$ cat src/rtl/lfsr_rng_gen.sv
// Fibonacci LFSR random-number source with programmable taps, runtime reseed,
// a fixed-latency draw FSM and a wrap pulse marking each return to the start value.
module lfsr_rng_gen #(
    parameter int               WIDTH = 4,
    parameter logic [WIDTH-1:0] TAPS  = 4'b1100,
    parameter logic [WIDTH-1:0] SEED  = '1,
    parameter int               OUT_W = WIDTH,
    parameter int               STEPS = 4
) (
    input  logic             clk,
    input  logic             rst,
    input  logic             rng_gen,
    input  logic             seed_ld,
    input  logic [WIDTH-1:0] seed_in,
    output logic [OUT_W-1:0] count_out,
    output logic             en,
    output logic             busy,
    output logic [WIDTH-1:0] lfsr_q,
    output logic             wrap
);

    localparam logic [7:0] STEPS_C = 8'(STEPS);

    typedef enum logic {
        IDLE,
        RUN
    } state_t;

    state_t           state_q;
    logic [7:0]       cnt_q;
    logic [WIDTH-1:0] start_q;

    logic             fb;
    logic [WIDTH-1:0] step_val;
    logic [WIDTH-1:0] lfsr_d;
    logic [WIDTH-1:0] start_d;
    logic             wrap_d;

    // Next LFSR state: reseed wins over stepping; an all-zero value falls back to SEED.
    always_comb begin
        fb       = ^(lfsr_q & TAPS);
        step_val = {lfsr_q[WIDTH-2:0], fb};
        start_d  = start_q;
        if (seed_ld) begin
            lfsr_d  = (seed_in == '0) ? SEED : seed_in;
            start_d = lfsr_d;
        end else begin
            lfsr_d  = (step_val == '0) ? SEED : step_val;
        end
        wrap_d = !seed_ld && (lfsr_d == start_q);
    end

    always_ff @(posedge clk) begin
        if (rst) begin
            lfsr_q    <= SEED;
            start_q   <= SEED;
            wrap      <= 1'b0;
            state_q   <= IDLE;
            cnt_q     <= '0;
            count_out <= '0;
            en        <= 1'b0;
            busy      <= 1'b0;
        end else begin
            lfsr_q  <= lfsr_d;
            start_q <= start_d;
            wrap    <= wrap_d;
            en      <= 1'b0;
            case (state_q)
                IDLE: begin
                    if (rng_gen) begin
                        state_q <= RUN;
                        cnt_q   <= STEPS_C;
                        busy    <= 1'b1;
                    end
                end
                RUN: begin
                    // Capture the value the LFSR takes on the same edge the counter hits zero.
                    cnt_q <= cnt_q - 8'd1;
                    if (cnt_q == 8'd1) begin
                        count_out <= lfsr_d[OUT_W-1:0];
                        en        <= 1'b1;
                        busy      <= 1'b0;
                        state_q   <= IDLE;
                    end
                end
                default: begin
                    state_q <= IDLE;
                    busy    <= 1'b0;
                end
            endcase
        end
    end

endmodule

$ cat config.mk
export PLATFORM = sky130hd
export DESIGN_NAME = lfsr_rng_gen
export DESIGN_NICKNAME = d
export VERILOG_FILES = /design/src/rtl/lfsr_rng_gen.sv
export SDC_FILE = /design/constraint.sdc
export NUM_CORES = 1
export LEC_CHECK = 0
export ABC_AREA = 0
export CAP_MARGIN = 20
export CORE_MARGIN = 5
export CORE_UTILIZATION = 45
export CTS_CLUSTER_DIAMETER = 120
export CTS_CLUSTER_SIZE = 28
export DETAILED_ROUTE_END_ITERATION = 16
export PLACE_DENSITY = 0.7
export SLEW_MARGIN = 15
export SYNTH_ARGS = -nofsm -noshare
export SYNTH_HDL_FRONTEND = slang
export SYNTH_SLANG_ARGS = --single-unit
$ cat constraint.sdc
create_clock -name clk -period 1.62 [get_ports clk]
set_input_delay 0.324 -clock clk [delete_from_list [all_inputs] [get_ports clk]]
set_output_delay 0.324 -clock clk [all_outputs]
set_load 0.1 [all_outputs]
==> results.toml <==
[hold_path]
whs_endpoint = "cnt_q[7]"
whs_path_depth = 2
hp-class = "reg2reg"
worstHoldStart = "cnt_q[7]"

[power]
p_comb_frac = 0.278
ir_worst_vdd_uv = 667
finalPower_w = 0.00128
p_switching_w = 0.000410
swShare = 0.320
power_density_nw_per_um2 = 871
p_int_w = 0.000873
p_leak_nw = 0.585
p_seq_frac = 0.527
clkPwrFrac = 0.195

[timing]
fmax_mhz = 665
fin_crit_ns = 1.50
setup_viol = 0
setup_tns_ns = 0
fin_crit_sh = 0.928
hold_viol_final = 0
max_slew_margin = 0.730
worstMarginPinSlew_ns = 0.400
holdWs_ns = 0.481
rsz0062_at_grt = "no"
clock-skew-final_ns = 0.00343
slew_violations = 0

[clocking]
holdBufCountCts = 0
post_cts_buffers = 0
cts_tree = "done"
cts_buffer_depth = 2
clkLatencyLatePin_ns = 0.31
clk_pin_slew_ns = 0.12
numCtsBuffers = 3
clock-sinks = 24
h-tree-depth = 1
cts-root-buf = "clkbuf_4"

[die]
start_util = 0.479
num_rows = 17
core_area_um2 = 2230
io_pins = 19
fp.dieW_um = 58.8
dieHeight_um = 58.8
die_area_um2 = 3450

[routing]
routed_via_density = 5.35
wl_per_cell_um = 13.2
num_vias = 942
drt_iter0_drc = 34
drc_errors = 0
postRouteAntennaNets = 0
routed_wl_um = 2320
firstDrtPassIters = 4

[synthesis]
syn-cell-area_um2 = 1070
synth_area_leaders = "dfxtp_1 45%, xnor2_1 4.1%, nand2_1 3.5%"
synth_top_area_share = 0.449
synth_largest_area_cell = "dfxtp_1"
synth_compound_area_frac = 0.147
synth_mux_area_frac = 0.0199
ys_types = 37
synthAdderAreaFrac = 0.0234
syn_nets = 133
synthCells = 123
synth_top_family_by_area = "simple AND/OR/NAND/NOR gates"
yosysSeqAreaShare = 0.449
synth_xor_area_frac = 0.0491
yosys_warnings = 0
synth-seq-cells = 24
syn_avg_cell_area_um2 = 8.70
synthSimpleGateAreaFrac = 0.263

[finish]
nets = 160
syn_to_final_growth_pct = 37.8
mostFrequentLayoutCell = "dfxtp_1"
most-common-layout-cells = "20 x dfxtp_1, 11 x buf_12, 10 x nand2_1"
layout.cells.non_filler = 176
num_antenna_cells = 0
final_core_util = 0.660
drive_above_1_share = 0.216

[worst_setup_path]
worstSetupEndpointType = "flip-flop"
worst_ep_arrival_time_ns = 1.73
crit_type = "in2reg"
r2r_start = "cnt_q[3]"
rr_endpoint = "count_out[3]"
rr_worst_depth = 4
required_ns = 1.85
start_kind = "input port"
rrSetupSlack_ns = 0.16
crit_fanout = 9

[placed_design]
numPortBuffers = 18
dp.cells = 173
post-dp-hpwl_um = 1830
place.gp.congestion = 0.777

[global_route]
grtUsageMet3 = 0.0461
antenna_found_initial = 0
use_met1 = 0.167
grt_pass1_vias = 935
overflow = 0
grt_use_met2 = 0.274
busiest_layer = "met2"
grt_pass1_wl_um = 3980
grt_max_degree = 13
grt_usage = 0.149

[outcome]
status = "complete, no violations"

[flow_run]
maxCapViolCount = 0
[cell usage after synthesis]
cell type / count
a211o_1: 1
a21oi_1: 6
a22o_1: 2
a311oi_1: 1
and3_1: 1
buf_2: 1
clkbuf_1: 2
clkbuf_2: 1
dfxtp_1: 24
ha_1: 2
inv_1: 8
inv_2: 1
mux2_2: 1
mux2i_1: 1
nand2_1: 10
nand2b_1: 5
nand3_1: 1
nand3b_1: 1
nand4_1: 2
nor2_1: 9
nor2_2: 1
nor2b_1: 6
nor3_1: 6
nor3_2: 1
nor3b_1: 1
nor4_2: 2
o21a_1: 1
o21ai_0: 6
o21ai_1: 3
o21bai_1: 2
o311ai_0: 1
o31a_1: 1
o31ai_1: 1
or2_1: 2
or3_1: 3
xnor2_1: 5
xor2_1: 1
[power groups by stage]
| stage | Sequential [W] | Combinational (W) | Clock [W] |
|---|---|---|---|
| floorplan | 0.000759 | 0.000145 | 0 |
| global placement | 0.000685 | 0.000344 | 0 |
| detailed placement | 0.000687 | 0.000353 | 0 |
| CTS | 0.000674 | 0.000354 | 0.000255 |
| global route | 0.000683 | 0.000387 | 0.000278 |
| finish | 0.000677 | 0.000357 | 0.000250 |
[layout make-up]
class / instances / area, um^2
sequential: 24 / 485
clock buffer: 3 / 22.5
tap: 28 / 35.0
timing repair buffer: 26 / 350
multi-input combinational: 86 / 547
fill: 187 / 759
inverter: 9 / 33.8
[how the worst max path moves through the flow]
| stage | from | endpoint | slack [ns] | cells past startpoint |
|---|---|---|---|---|
| final | seed_ld | wrap | 0.12 | 5 |
| after global routing | seed_in[2] | wrap | 0.03 | 6 |
| after CTS | cnt_q[3] | count_out[3] | 0.11 | 4 |
| after detailed placement | seed_ld | wrap | -0.18 | 5 |
| after global placement | seed_ld | wrap | -0.17 | 5 |
| after floorplan | lfsr_q[3] | wrap | 0.04 | 5 |
[sequential cells by signal (all words and copies together) (netlist names)]
signal / cells
cnt_q: 8
state_q: 1
busy: 1
en: 1
count_out: 4
wrap: 1
lfsr_q: 4
start_q: 4
[what timing repair did]
action                                  4_1_cts  5_1_grt
endpoints found under the setup margin        0        1
resized for setup                             0        1
endpoints found under the hold margin         0        0
[worst max-delay path: stages]
cell and delay [ns]:
clkdlybuf4s50_1 0.63, o21bai_1 0.20, nand2_1 0.14, xnor2_1 0.17, nor4_2 0.26
[metrics by stage]
stage	worst slack (ns)	area, um^2
2_1_floorplan	0.0371	1070
3_3_place_gp	-0.170	1440
3_5_place_dp	-0.183	1440
4_1_cts	0.111	1470
5_1_grt	0.0259	1470
6_report	0.117	1470
[cells by family after synthesis]
| group | after synthesis |
|---|---|
| AND/OR/NAND/NOR | 51 |
| AO/OA/AOI/OAI | 25 |
| flip-flops | 24 |
| buffers and inverters | 13 |
| XOR/XNOR | 6 |
| multiplexers | 2 |
| adder cells (fa/ha/maj) | 2 |
[layer usage]
layer	wire length, um	up-vias	part of all wire
met1	1070	448	0.46
met2	1130	18	0.49
met4	14	0	0.0060
met3	99	2	0.043
li1	-	474	-
met5	0	-	0
Note: power is estimated with default switching activity, not from simulation.
